===== config.mk =====
export PLATFORM = sky130hd
export DESIGN_NAME = fwd_hazard_scoreboard
export DESIGN_NICKNAME = d
export VERILOG_FILES = /design/src/rtl/fwd_hazard_scoreboard.sv
export SDC_FILE = /design/constraint.sdc
export NUM_CORES = 1
export LEC_CHECK = 0
export ABC_AREA = 1
export BUFFER_PORTS_ARGS = -buffer_cell sky130_fd_sc_hd__buf_4
export CAP_MARGIN = 20
export CORE_MARGIN = 2
export CORE_UTILIZATION = 50
export CTS_BUF_LIST = sky130_fd_sc_hd__clkbuf_4 sky130_fd_sc_hd__clkbuf_8
export DETAILED_ROUTE_END_ITERATION = 7
export PLACE_DENSITY = 0.78
export SETUP_SLACK_MARGIN = 0.2
export SLEW_MARGIN = 20
export SYNTH_ARGS = -nofsm -noshare
export SYNTH_HDL_FRONTEND = slang
export SYNTH_SLANG_ARGS = --single-unit

===== constraint.sdc =====
create_clock -name clk -period 2.2 [get_ports clk]
set_input_delay 0.44 -clock clk [delete_from_list [all_inputs] [get_ports clk]]
set_output_delay 0.44 -clock clk [all_outputs]
set_load 0.01 [all_outputs]

===== src/rtl/fwd_hazard_scoreboard.sv =====
// Forwarding, hazard detection and long-latency register scoreboard for the
// 5-stage core. Produces EX operand forward selects, IF/ID stall and flush
// controls, tracks registers awaiting a mul/div writeback, and counts stall
// cycles with a saturating counter.
module fwd_hazard_scoreboard #(
  parameter int NUM_SRC     = 2,
  parameter int ADDR_W      = 5,
  parameter int MAX_PENDING = 4,
  parameter int CNT_W       = 16,
  localparam int NREG       = 2 ** ADDR_W,
  localparam int PW         = $clog2(MAX_PENDING + 1)
) (
  input  logic                      clk,
  input  logic                      rst,
  input  logic [NUM_SRC*ADDR_W-1:0] rs_d,
  input  logic [ADDR_W-1:0]         rd_d,
  input  logic                      reg_write_d,
  input  logic                      lat_d,
  input  logic [NUM_SRC*ADDR_W-1:0] rs_e,
  input  logic [ADDR_W-1:0]         rd_e,
  input  logic                      mem_read_e,
  input  logic                      pc_src_e,
  input  logic                      lat_issue,
  input  logic [ADDR_W-1:0]         lat_issue_rd,
  input  logic                      lat_done,
  input  logic [ADDR_W-1:0]         lat_done_rd,
  input  logic [ADDR_W-1:0]         rd_m,
  input  logic [ADDR_W-1:0]         rd_w,
  input  logic                      reg_write_m,
  input  logic                      reg_write_w,
  output logic [2*NUM_SRC-1:0]      forward_e,
  output logic                      stall_f,
  output logic                      stall_d,
  output logic                      flush_d,
  output logic                      flush_e,
  output logic [NREG-1:0]           busy,
  output logic [PW-1:0]             pending_cnt,
  output logic [CNT_W-1:0]          stall_cnt
);

  localparam logic [PW-1:0] PEND_MAX = PW'(MAX_PENDING);

  // Counter increment that sticks at all-ones instead of wrapping.
  function automatic logic [CNT_W-1:0] sat_inc(input logic [CNT_W-1:0] v);
    return (&v) ? v : v + CNT_W'(1);
  endfunction

  logic            lu;
  logic            sb;
  logic            hz;
  logic            set_v;
  logic            clr_v;
  logic [NREG-1:0] busy_nxt;
  logic [PW-1:0]   pend_nxt;

  // Per-operand EX forward select; MEM beats WB, x0 never forwarded.
  always_comb begin
    forward_e = '0;
    if (!rst) begin
      for (int i = 0; i < NUM_SRC; i++) begin
        if (reg_write_m && (rd_m != '0) && (rd_m == rs_e[i*ADDR_W +: ADDR_W]))
          forward_e[2*i +: 2] = 2'b10;
        else if (reg_write_w && (rd_w != '0) && (rd_w == rs_e[i*ADDR_W +: ADDR_W]))
          forward_e[2*i +: 2] = 2'b01;
      end
    end
  end

  // Load-use and scoreboard (RAW, WAW, capacity) hazard detection.
  always_comb begin
    lu = 1'b0;
    sb = 1'b0;
    for (int i = 0; i < NUM_SRC; i++) begin
      if (mem_read_e && (rd_e != '0) && (rs_d[i*ADDR_W +: ADDR_W] == rd_e))
        lu = 1'b1;
      if (busy[rs_d[i*ADDR_W +: ADDR_W]])
        sb = 1'b1;
    end
    if (reg_write_d && (rd_d != '0) && busy[rd_d])
      sb = 1'b1;
    if (lat_d && (pending_cnt == PEND_MAX))
      sb = 1'b1;
  end

  // Stall/flush steering; a taken branch overrides any hazard.
  always_comb begin
    hz      = lu | sb;
    stall_f = 1'b0;
    stall_d = 1'b0;
    flush_d = 1'b0;
    flush_e = 1'b0;
    if (!rst) begin
      if (pc_src_e) begin
        flush_d = 1'b1;
        flush_e = 1'b1;
      end else begin
        stall_f = hz;
        stall_d = hz;
        flush_e = hz;
      end
    end
  end

  // Next scoreboard state: set wins over a same-register clear.
  always_comb begin
    set_v    = lat_issue && (lat_issue_rd != '0);
    clr_v    = lat_done && busy[lat_done_rd];
    busy_nxt = busy;
    pend_nxt = pending_cnt;
    if (clr_v)
      busy_nxt[lat_done_rd] = 1'b0;
    if (set_v)
      busy_nxt[lat_issue_rd] = 1'b1;
    busy_nxt[0] = 1'b0;
    if (set_v && !clr_v && (pending_cnt < PEND_MAX))
      pend_nxt = pending_cnt + PW'(1);
    else if (clr_v && !set_v && (pending_cnt != '0))
      pend_nxt = pending_cnt - PW'(1);
  end

  // Scoreboard state register.
  always_ff @(posedge clk) begin
    if (rst) begin
      busy        <= '0;
      pending_cnt <= '0;
    end else begin
      busy        <= busy_nxt;
      pending_cnt <= pend_nxt;
    end
  end

  // Saturating count of decode-stall cycles.
  always_ff @(posedge clk) begin
    if (rst)
      stall_cnt <= '0;
    else if (stall_d)
      stall_cnt <= sat_inc(stall_cnt);
  end

endmodule


==> results.md, run 1 <==
- The pre-antenna-repair detailed-routing pass consisted of 6 iterations.
- The routed wire length is 18,600 um.
- TritonCTS created 5 clock buffers.
- After clock tree synthesis, the clock-pin slew on the worst setup and hold paths is approximately 0.090 ns.
- After synthesis, the netlist uses 36 different library cells.
- The via count normalized by instance count is 5.73.
- The maximum count of clock buffers along a single path is 2.
- Based on the critical path, the design can be clocked at up to ~0.44 GHz.
- Once detail routing completed, the nets flagged for antenna violations numbered 0.
- The number of clock sinks is 50.
- The H-tree depth is 2.
- Counting the fill cells in the layout gives slightly below 700.
- The global placement routability congestion is about 1.0.
- STA puts the critical path data arrival time at about 1.8 ns.
- The share of synthesized area in the top cell type comes to 0.220.
- The time the worst path needs with I/O delays and setup is 2.26 ns.
- The number of nets in the synthesized netlist is around 870.
- The kind of critical path is register to output port.
- The worst setup path is captured at an output port.
- Row generation in the floorplan step produced 34 rows.
- The tool flagged a number of max-cap violations equal to 0.
- Across every metal layer, demand over resource in global routing totals 0.342.
- The classification of the worst-slack hold path is input pin to register.
- Of all flip-flops after synthesis, the portion carrying an async set or reset was 0.
- The biggest area consumer among synthesized cells is sky130_fd_sc_hd__nand2_1.
- By area the synthesized netlist is led by sky130_fd_sc_hd__nand2_1 (22%), sky130_fd_sc_hd__dfxtp_1 (22%), sky130_fd_sc_hd__nand3_1 (11%).
- A synthesized cell averages 5.72 sq um.
- The clock reaches the later pin of the worst-skew pair after roughly 0.31 ns.
- Setup violations remaining at the end of the flow were counted as 3.
- Yosys printed 0 warnings.
- The largest stage delay on the critical path is about 0.37 ns.
- The most used flip-flop cell after synthesis is sky130_fd_sc_hd__dfxtp_1.
- Counting both buffers and inverters, the worst setup path holds a total of 3.
- The initial utilization of the core area, before any placement, comes to 0.522.
- The placement-stage worst setup slack is -0.169 ns.
- The maximum vdd drop is about 330 uV.
- The checks that failed: setup timing.
- Entering global routing, the biggest net connects 33 pins.
- The die is ~100 um wide.
- The via count of the first global-routing pass is 5,527.
- The final worst clock skew is around 0.0053 ns.
- The number of antenna violations at the first check in global routing is 0.
- The post-route worst setup slack is -0.0576 ns.
- The sequential fraction of the synthesis area is 0.218.
- The share of the clock period used by the worst path after layout is 1.03.
- The area of the mapped netlist is between 0.004 and 0.005 sq mm.
- At the worst endpoint, the required time is between 1.5 and 2 ns.
- The area of the placeable core is slightly below 0.009 sq mm.
- In the final routed layout, each cell accounts on average for about 17 um.
- Dividing total power by cell area gives a power density of 364 mW/mm^2.
- The aggregate global routing overflow is 0.
- Detailed placement finished with a half-perimeter wire length of ~13,000 um.
- The slowest stage of the critical path is the sky130_fd_sc_hd__dfxtp_1 cell.
- The final route contains approximately 6,300 vias.
- Traced cell by cell, the critical path runs through inv_2 -> nand2_1 -> nand3_1 -> nand3_1 -> nand3_2 -> nand2_2 -> nand2_2 -> nor2_4 -> nor2_4 -> buf_4 -> a31oi_4 -> buf_6.
- Setup repair after global routing could not meet its margin everywhere.
- The number of hold violations in the final report is 0.
- The antenna diode count is 0.
- The kind of start point of the critical path is a register.
- The synthesized design contains 50 register bits.
- The clock tree from TritonCTS is built.
- In this run the tightest slew margin relative to its limit is 0.555.
- Pin placement for this block handled 119 I/O pins.
- The flow ran to the end, but the final reports show violations.
- The reported leakage power is roughly 3.3 nW.
- The kind of cell with the highest combined delay along the critical path is simple AND/OR/NAND/NOR gates.
- After technology mapping, the gate count stands at 804.
- The number of port buffers is between 100 and 150.
- The number of nets in the finished design is between 1,000 and 1,500.
- In this run, synthesis inferred 0 flip-flops with an integrated enable.
- The initial DRC count is 573.
- The most frequent cell after synthesis is sky130_fd_sc_hd__nand2_1.
- For the pin with the worst max-slew slack, the measured transition is around 0.66 ns.
- For this run, design rule violations remaining after detail routing come to 0.
- The commonest cells after synthesis are sky130_fd_sc_hd__nand2_1 (270), sky130_fd_sc_hd__nand3_1 (101), sky130_fd_sc_hd__inv_1 (98).
- The number of hold buffers added after CTS was 0.
- The cell chosen for the clock root is sky130_fd_sc_hd__clkbuf_8.
- For the final routed database, the setup TNS stands at -0.0766 ns.
- In this run the worst path has a maximum fanout of 3.
- Relative to the synthesized area, the layout overhead comes to 46.9%.
- The vertical die dimension is approximately 100 um.
- The die covers between 0.009 and 0.01 sq mm.
- The number of pins exceeding their max-slew limit in the final report is 0.
- The first global-routing pass estimated 27,300 um of wire.
- The fraction of layout cells with a size suffix above 1 is 0.392.
## worst min-delay path, stage by stage
cell and delay [ns]:
sky130_fd_sc_hd__buf_4 0.16, sky130_fd_sc_hd__nand3_1 0.09, sky130_fd_sc_hd__a21oi_1 0.06
## final cells by class
type | count | area, sq um | area share
clock buffer | 6 | 82.6 | 0.0122
clock inverter | 2 | 12.5 | 0.00185
inverter | 105 | 463 | 0.0686
multi-input combinational | 617 | 3360 | 0.497
sequential | 50 | 1060 | 0.157
tap | 108 | 135 | 0.0200
timing repair buffer | 204 | 1640 | 0.243
## cell usage in the layout (no fill, tap or decap), types with 11 or more instances in the layout
cell                      synthesis  layout
sky130_fd_sc_hd__nand4_1         22      22
sky130_fd_sc_hd__nor2_1          67      53
sky130_fd_sc_hd__nand3_1        101      74
sky130_fd_sc_hd__buf_6           14      12
sky130_fd_sc_hd__nor3_1          18      16
sky130_fd_sc_hd__buf_4            7     186
sky130_fd_sc_hd__a21oi_1         39      39
sky130_fd_sc_hd__dfxtp_2          0      20
sky130_fd_sc_hd__inv_2            6      16
sky130_fd_sc_hd__o21ai_2         11      12
sky130_fd_sc_hd__inv_4            0      11
sky130_fd_sc_hd__inv_1           98      70
sky130_fd_sc_hd__o21ai_1         22      24
sky130_fd_sc_hd__dfxtp_1         50      21
sky130_fd_sc_hd__nand2_1        270     240
sky130_fd_sc_hd__nand2_2          3      33
sky130_fd_sc_hd__xor2_1          20      19
sky130_fd_sc_hd__nand3_2          1      27
## cell families (layout without fill, tap and decap cells)
logic type	count (synthesis)	count (layout)	share of synthesized area
adders and majority gates	2	2	0.00707
and+or+nand+nor	497	498	0.469
buffers and inverters	138	317	0.143
DFF	50	50	0.218
other	1	1	0.000816
xor gates and xnor gates	29	29	0.0552
AOI/OAI and AO/OA	87	87	0.107
## path summary, 6_finish.rpt
check                                               start                          to  slack [ns]  cells after the start
worst min register to register         busy[4]$_SDFF_PP0_          busy[4]$_SDFF_PP0_        0.55                      2
worst max register to register  stall_cnt[3]$_SDFFE_PP0P_  stall_cnt[12]$_SDFFE_PP0P_        0.11                     12
worst min-delay path                            lat_issue          busy[3]$_SDFF_PP0_        0.47                      3
worst max-delay path                  busy[29]$_SDFF_PP0_                     flush_e       -0.06                     12
## per-stage QoR
| step | area, sq um | hold slack, ns | utilization | instances | power (mW) |
|---|---|---|---|---|---|
| after CTS | 6270 | 0.457 | 0.712 | 1083 | 2.33 |
| after floorplan | 4620 | 0.494 | - | 804 | 1.42 |
| final | 6750 | 0.466 | 0.767 | 1092 | 2.46 |
| after global routing | 6750 | 0.481 | 0.767 | 1092 | 2.58 |
| after detailed placement | 5930 | 0.495 | 0.673 | 1068 | 1.71 |
| after global placement | 5930 | 0.479 | 0.673 | 1068 | 1.70 |
## registers in the layout, summed over array words and instances, names as in the netlist
name / cells
busy: 31
pending_cnt: 3
stall_cnt: 16
## power by group
group          switching [mW]  leakage, nW  internal [mW]  total [mW]
Clock                   0.324       0.0472          0.254       0.577
Sequential             0.0363        0.423          0.922       0.959
Combinational           0.512         2.79          0.413       0.924
Total                   0.872         3.26           1.59        2.46
## routing by layer
layer / vias up / track usage / share of wire
met2: 419 / 0.538 / 0.46
met5: - / 0 / 0
met4: 0 / 0.162 / 0.046
met1: 2838 / 0.455 / 0.39
met3: 72 / 0.0585 / 0.11
li1: 2933 / - / -
## repair_timing
action,4_1_cts,5_1_grt
cloned,0,3
gates resized for setup,82,123
buffers inserted,7,6
endpoints found under the setup margin,16,24
pin swaps,12,48
No activity file was read; power rests on OpenSTA's default activity.
==> inputs of run 2 (changes only) <==
CORE_MARGIN = default   (was 2)
==> run 2 against run 1 <==
  * The run ends with DRC, setup timing left
  * Power shrank 1.3%
  * Setup slack better by 0.036 ns
  * Sequential power fell by 1%
  * Critical path depth rose by 1
  * Core utilization rose by 2.2 points
  * Die area fell by 4.0%
  * Clock-buffer cell count stayed put
  * Register-to-register slack lost 0.05 ns
  * Clock skew grew 0.0054 ns
  * Maximum frequency up 1.6%
  * Via count increased by 2.4%
==> results.md, run 2 (same netlist as run 1, synthesis figures left out) <==
- The maximum count of clock buffers along a single path is 2.
- In this run, the number of DRC markers left after iteration 0 of detailed routing was approximately 670.
- In the final layout, the share of cells above drive strength 1 is 0.416.
- On the final layout, the worst clock skew is 0.0107 ns.
- The routed wire length is approximately 20,000 um.
- The number of hold violations in the final report is 0.
- The flow ran to the end, but the final reports show violations.
- The TritonCTS buffer count is 5.
- In the final routed layout, each cell accounts on average for approximately 18 um.
- Setup violations remaining at the end of the flow were counted as 3.
- The maximum vdd drop is about 500 uV.
- The endpoint type of the worst setup path is an output port.
- The via count normalized by instance count is approximately 5.9.
- The clock tree synthesis step divided the H-tree into 2 levels.
- For the finished layout, the period the worst path requires is ~2.2 ns.
- The relative slew slack is 0.477.
- The source-to-sink clock delay at the later pin of the worst-skew pair is slightly above 0.3 ns.
- The number of max-cap violations is 0.
- The cell chosen for the clock root is sky130_fd_sc_hd__clkbuf_8.
- Across every metal layer, demand over resource in global routing totals 0.365.
- In the routed design, unresolved DRC markers number 6.
- The register with the most flip-flops in the layout has 31 of them.
- The clock tree from TritonCTS is built.
- For this run, the share of the core covered by cells in the final layout is 0.789.
- The placed wire-length estimate is 12,800 um.
- After routing, the total negative slack on setup checks comes to -0.0486 ns.
- Dividing total power by cell area gives a power density of ~350 mW/mm^2.
- For the pin with the worst max-slew slack, the measured transition is 0.782 ns.
- The finished cells cover roughly 0.007 sq mm.
- In the final layout, the registers with the most flip-flops are busy: 31 flops, stall_cnt: 16 flops, pending_cnt: 3 flops.
- The filler cells instantiated in the layout total about 640.
- The post-route antenna net violation count is 0.
- In this run the standard cell core region covers ~0.0088 sq mm.
- Once placement finished, the instance area stood at approximately 0.0058 sq mm.
- The number of search-and-repair iterations in the first detailed-routing pass is 8.
- The aggregate global routing overflow is 0.
- The relative area change from synthesis to final layout is 51.1%.
- The classification of the worst-slack hold path is input pin to register.
- The setup path with the least slack is of type register to output port.
- The post-route worst setup slack is -0.0215 ns.
- between 100 and 150 I/O pins were placed.
- The share of the clock period used by the worst path after layout is 1.01.
- In this run the core area contains 34 standard-cell rows.
- Timing would allow up to around 0.45 GHz.
- For this design the static power due to leakage is 3.32 nW.
- The library cells used most frequently in the layout, excluding fill and tap cells, are sky130_fd_sc_hd__nand2_1 (244), sky130_fd_sc_hd__buf_4 (182), sky130_fd_sc_hd__nand3_1 (69), sky130_fd_sc_hd__inv_1 (65), sky130_fd_sc_hd__nor2_1 (55).
- The number of clock sinks is 50.
- The critical path arrival is 1.78 ns.
- The floorplan step defined a die boundary enclosing between 0.009 and 0.01 sq mm.
- The number of antenna violations at the first check in global routing is 0.
- The number of pins exceeding their max-slew limit in the final report is 0.
- The count of vias placed by the detailed router is 6,410.
- The register with the most flip-flops is busy.
- The vertical die dimension is around 98 um.
- The maximum number of pins on one net before global-route repair is 32.
- The largest fanout on the critical path is 3.
- In this run the horizontal extent of the chip is 97.9 um.
- The antenna diode count is 0.
- The final reports fail on DRC, setup timing.
- Setup repair after global routing could not meet its margin everywhere.
- At the worst endpoint, the required time is 1.76 ns.
- The global placement routability congestion is 1.03.
- Leaving out fill and tap cells, the most frequent cell in the layout is sky130_fd_sc_hd__nand2_1.
- In the final design database the tool counted about 1,000 nets.
- The number of port buffers is 117.
- The wire length of the first global-routing pass is ~28,000 um.
- The via count of the first global-routing pass is 5,661.
- The kind of start point of the critical path is a register.
- The clock-pin slew on the worst setup and hold paths is roughly 0.1 ns.
- The initial utilization of the core area, before any placement, comes to 0.522.
-- run 2: cell count changes in the layout (fill, tap and decap cells not counted), moves of 3 or more --
cell,delta
sky130_fd_sc_hd__dfxtp_2,-9
sky130_fd_sc_hd__inv_2,+3
sky130_fd_sc_hd__buf_4,-4
sky130_fd_sc_hd__a21oi_1,-5
sky130_fd_sc_hd__nand3_1,-5
sky130_fd_sc_hd__nand3_2,+6
sky130_fd_sc_hd__nand2_1,+4
sky130_fd_sc_hd__dfxtp_4,+8
sky130_fd_sc_hd__o21ai_2,+15
sky130_fd_sc_hd__inv_1,-5
sky130_fd_sc_hd__o21ai_4,+4
sky130_fd_sc_hd__nand2_2,-5
sky130_fd_sc_hd__o21ai_1,-19
sky130_fd_sc_hd__a21oi_2,+5
-- run 2: timing repair --
item	4_1_cts	5_1_grt
hold buffers	0	0
resized for setup	141	106
cloned	1	4
pin swaps	40	54
setup buffers	25	4
endpoints found under the setup margin	25	57
-- run 2: path summary, 6_finish.rpt --
kind,start,end,slack (ns),cells after the start
worst max-delay path,busy[16]$_SDFF_PP0_,stall_d,-0.02,13
worst min-delay path,lat_issue,busy[1]$_SDFF_PP0_,0.47,3
worst max register to register,busy[7]$_SDFF_PP0_,pending_cnt[1]$_SDFFE_PP0P_,0.06,15
worst min register to register,busy[24]$_SDFF_PP0_,busy[24]$_SDFF_PP0_,0.50,2
-- run 2: cell type report --
type,count,area (sq um),area share
multi-input combinational,617,3470,0.500
timing repair buffer,204,1700,0.244
sequential,50,1080,0.155
inverter,105,470,0.0677
tap,108,135,0.0194
clock buffer,6,82.6,0.0119
clock inverter,2,12.5,0.00180
-- run 2: per-stage QoR --
step	worst slack (ns)	hold slack, ns	total power [mW]	instances
3_5_place_dp	-0.191	0.505	1.71	1050
6_report	-0.0215	0.466	2.43	1092
3_3_place_gp	-0.129	0.482	1.68	1050
5_1_grt	-0.100	0.471	2.54	1092
2_1_floorplan	0.0383	0.494	1.42	804
4_1_cts	0.0480	0.457	2.33	1084
-- run 2: layer usage --
metal  vias to the layer above  share of wire  GRT usage
li1                       2918              -          -
met2                       444           0.46      0.618
met5                         -              0          0
met3                       118           0.11     0.0594
met1                      2930           0.38      0.460
met4                         0          0.052      0.153
-- run 2: where the power goes --
part	internal (mW)	switching (mW)	total, mW	leakage [nW]
Combinational	0.384	0.520	0.903	2.84
Sequential	0.914	0.0354	0.949	0.424
Clock	0.254	0.322	0.575	0.0472
-- run 2: worst max-delay path: stages (launching register included) --
cell and delay [ns]:
sky130_fd_sc_hd__dfxtp_2 0.35, sky130_fd_sc_hd__inv_4 0.10, sky130_fd_sc_hd__o21ai_1 0.07, sky130_fd_sc_hd__nand2_1 0.08, sky130_fd_sc_hd__nand3_2 0.08, sky130_fd_sc_hd__nor2_1 0.13
sky130_fd_sc_hd__nand2_1 0.07, sky130_fd_sc_hd__nand2_2 0.09, sky130_fd_sc_hd__nor2_4 0.05, sky130_fd_sc_hd__nor2_4 0.13, sky130_fd_sc_hd__nand2_2 0.09, sky130_fd_sc_hd__nand2_4 0.09
sky130_fd_sc_hd__inv_4 0.04, sky130_fd_sc_hd__buf_6 0.11
==> inputs of run 3 (changes only) <==
RECOVER_POWER = 50   (was default)
SETUP_SLACK_MARGIN = default   (was 0.2)
==> run 3 against run 2 <==
  * The flow finishes with violations (DRC)
  * Maximum frequency rose by 2.2%
  * Routed wire length is 21% lower
  * Sequential share of layout area grew 2.2 points
  * Sequential power rose by 1%
  * Setup slack gained 0.048 ns
  * Clock power is 3.7% higher
  * Highest routed layer unchanged
  * Power down 5.8%
  * Register-to-register slack gained 0.15 ns
  * Critical path type unchanged
  * Hold slack got worse by 0.037 ns
==> results.md, run 3 (same netlist as run 1, synthesis figures left out) <==
- The area of the placeable core is ~0.009 sq mm.
- Setup slack on the worst reg-to-reg path comes out at around 0.21 ns.
- For this configuration, the core starts out at a cell density of 0.522.
- Setup violations remaining at the end of the flow were counted as 0.
- The critical path depth in cells is 13.
- After detailed routing, the number of remaining DRC violations is 4.
- The die area is 0.00958 sq mm.
- CTS built an H-tree with a depth of 2.
- The checks that failed: DRC.
- Along the worst path, the maximum fanout reaches 4.
- The tool flagged a number of max-cap violations equal to 0.
- The maximum number of pins on one net before global-route repair is 33.
- The number of hold violations in the final report was 0.
- The number of search-and-repair iterations in the first detailed-routing pass is 7.
- Summed over all cells, the static leakage comes to 2.95 nW.
- The origin of the critical flop-to-flop path is busy[7]$_SDFF_PP0_.
- In this run, placement finished with an instance count of 1,038.
- Together, buffers and inverters on the worst path number 3.
- The floorplan step set the die height to roughly 98 um.
- Between clock sinks in the finished design, the worst skew comes to 0.0165 ns.
- Prior to clock tree synthesis, the placed netlist has a worst setup slack of -0.135 ns.
- The cell depth of the worst flop-to-flop path is 14.
- The count of fill cells added during filler insertion is roughly 840.
- The maximum count of clock buffers along a single path is 2.
- Setup repair after global routing could not meet its margin everywhere.
- In this run the clock root is driven by a sky130_fd_sc_hd__clkbuf_8.
- The clock-pin slew on the worst setup and hold paths is between 0.1 and 0.15 ns.
- The number of pins exceeding their max-slew limit in the final report is 0.
- The routed layout has between 5,000 and 6,000 vias.
- The first routing iteration left around 360 violations.
- After detailed routing, the number of vias per cell comes to ~5.5.
- The number of clock sinks is 50.
- The register with the most flip-flops in the layout has 31 of them.
- The antenna diode count is 0.
- The TritonCTS buffer count is 5.
- Input and output buffers added on the ports amount to ~120.
- The cell with the largest stage delay on the worst path is sky130_fd_sc_hd__dfxtp_2.
- The critical path goes through inv_2 -> nand2_1 -> nand3_1 -> nand2_1 -> nor2_1 -> nor2_1 -> nor2_1 -> nor2_2 -> nor2_2 -> nand2_2 -> nand2_4 -> inv_2 -> buf_4.
- For the worst setup path, the data required time is around 1.8 ns.
- The reg-to-reg critical path endpoint is pending_cnt[1]$_SDFFE_PP0P_.
- The classification of the worst-slack hold path is input pin to register.
- For this design the ratio of total power to cell area is between 300 and 400 mW/mm^2.
- The capturing element of the worst setup path is stall_d.
- For this block, the routed nets add up to between 15,000 and 20,000 um of wire.
- approximately 120 I/O pins were placed.
- In the final design database the tool counted 1,003 nets.
- In this run the core area contains 34 standard-cell rows.
- The smallest clock period supported by the final layout is computed as about 2.2 ns.
- Routability-driven placement finished with a final weighted congestion of between 0.9 and 1.
- The kind of start point of the critical path is a register.
- The routed length per instance is roughly 15 um.
- The relative area change from synthesis to final layout is 29.4%.
- STA classifies the critical path endpoint as an output port.
- IR analysis of the VDD net gives a maximum drop of about 270 uV.
- For the worst setup path, the data arrival time is 1.73 ns.
- The flow ran to the end, but the final reports show violations.
- The detail route stage leaves a number of antenna-violating nets equal to 0.
- TritonCTS built the clock tree.
- The post-route worst setup slack is between 0.02 and 0.03 ns.
- More flip-flops sit in one register than any other, and that register is busy.
- The critical path is of the register to output port type.
- The fraction of layout cells with a size suffix above 1 is 0.286.
- The share of the clock period used by the worst path after layout is 0.988.
- After routing, the total negative slack on setup checks comes to 0 ns.
- The most common cell after layout, fill and taps aside is sky130_fd_sc_hd__nand2_1.
- In this run, post-CTS hold repair placed 0 buffers.
- The family with the most delay on the worst path is simple AND/OR/NAND/NOR gates.
- The first element of the critical path is busy[9]$_SDFF_PP0_.
- The number of antenna violations at the first check in global routing is 0.
- The largest stage delay on the critical path is between 0.3 and 0.4 ns.
- The overall track demand over capacity in global routing is 0.321.
- The finished layout holds between 1,000 and 1,500 standard cells, fillers aside.
- The via count of the first global-routing pass is 5,378.
- For the worst-skew pair, the clock arrives at the later sink with an insertion delay of between 0.3 and 0.4 ns.
- After legalization and detailed placement, the total HPWL measured approximately 12,000 um.
- Timing would allow up to ~0.46 GHz.
- The wire length of the first global-routing pass is approximately 25,000 um.
- The library cells used most frequently in the layout, excluding fill and tap cells, are sky130_fd_sc_hd__nand2_1 (268), sky130_fd_sc_hd__buf_4 (158), sky130_fd_sc_hd__nand3_1 (97), sky130_fd_sc_hd__inv_1 (72), sky130_fd_sc_hd__nor2_1 (63).
- The aggregate global routing overflow is 0.
- In the final layout, the registers with the most flip-flops are busy: 31 flops, stall_cnt: 16 flops, pending_cnt: 3 flops.
- By instance count, the cell type seen most on the critical path is sky130_fd_sc_hd__nor2_1.
- The floorplan step set the die width to about 98 um.
run 3: cell count changes in the layout (fill, tap and decap cells not counted), sizes merged:
| cell | previous run | this run |
|---|---|---|
| buf | 202 | 162 |
| clkbuf | 8 | 7 |
| clkinvlp | 3 | 1 |
| inv | 102 | 104 |
| nand3 | 104 | 103 |
run 3: power by group:
part	total (mW)	switching, mW	internal (mW)
Sequential	0.963	0.0373	0.926
Clock	0.596	0.336	0.260
Combinational	0.728	0.419	0.309
run 3: through the flow:
stage	hold WS (ns)	total power, mW	area (sq um)	utilization
floorplan	0.494	1.41	4610	-
global placement	0.466	1.67	5700	0.647
detailed placement	0.481	1.69	5700	0.647
CTS	0.414	2.28	5820	0.661
global route	0.429	2.40	5950	0.675
finish	0.429	2.29	5950	0.675
run 3: final cells by class:
| type | instances | area (sq um) | area share |
|---|---|---|---|
| Sequential cell | 50 | 1050 | 0.177 |
| Multi-Input combinational cell | 616 | 2990 | 0.503 |
| Clock buffer | 6 | 82.6 | 0.0139 |
| Timing Repair Buffer | 163 | 1250 | 0.211 |
| Inverter | 105 | 419 | 0.0705 |
| Tap cell | 108 | 135 | 0.0227 |
| Clock inverter | 2 | 16.3 | 0.00273 |
run 3: worst min path at each step:
stage	start	to	cells after the start
2_1_floorplan	busy[12]$_SDFF_PP0_	busy[12]$_SDFF_PP0_	2
3_3_place_gp	busy[12]$_SDFF_PP0_	busy[12]$_SDFF_PP0_	2
3_5_place_dp	busy[12]$_SDFF_PP0_	busy[12]$_SDFF_PP0_	2
4_1_cts	rst	stall_cnt[15]$_SDFFE_PP0P_	2
5_1_grt	rst	stall_cnt[15]$_SDFFE_PP0P_	2
6_report	rst	stall_cnt[15]$_SDFFE_PP0P_	2
run 3: what timing repair did:
action                                  4_1_cts  5_1_grt
gates resized for setup                      28       54
pin swaps                                     1        8
buffers inserted                              0        4
endpoints found under the setup margin        3       10
run 3: layer usage:
metal | vias up | wire, um | track usage
met5 | - | 0 | 0
met4 | 0 | 591 | 0.128
met3 | 48 | 1200 | 0.0379
met2 | 308 | 7250 | 0.557
met1 | 2606 | 6430 | 0.404
li1 | 2832 | - | -
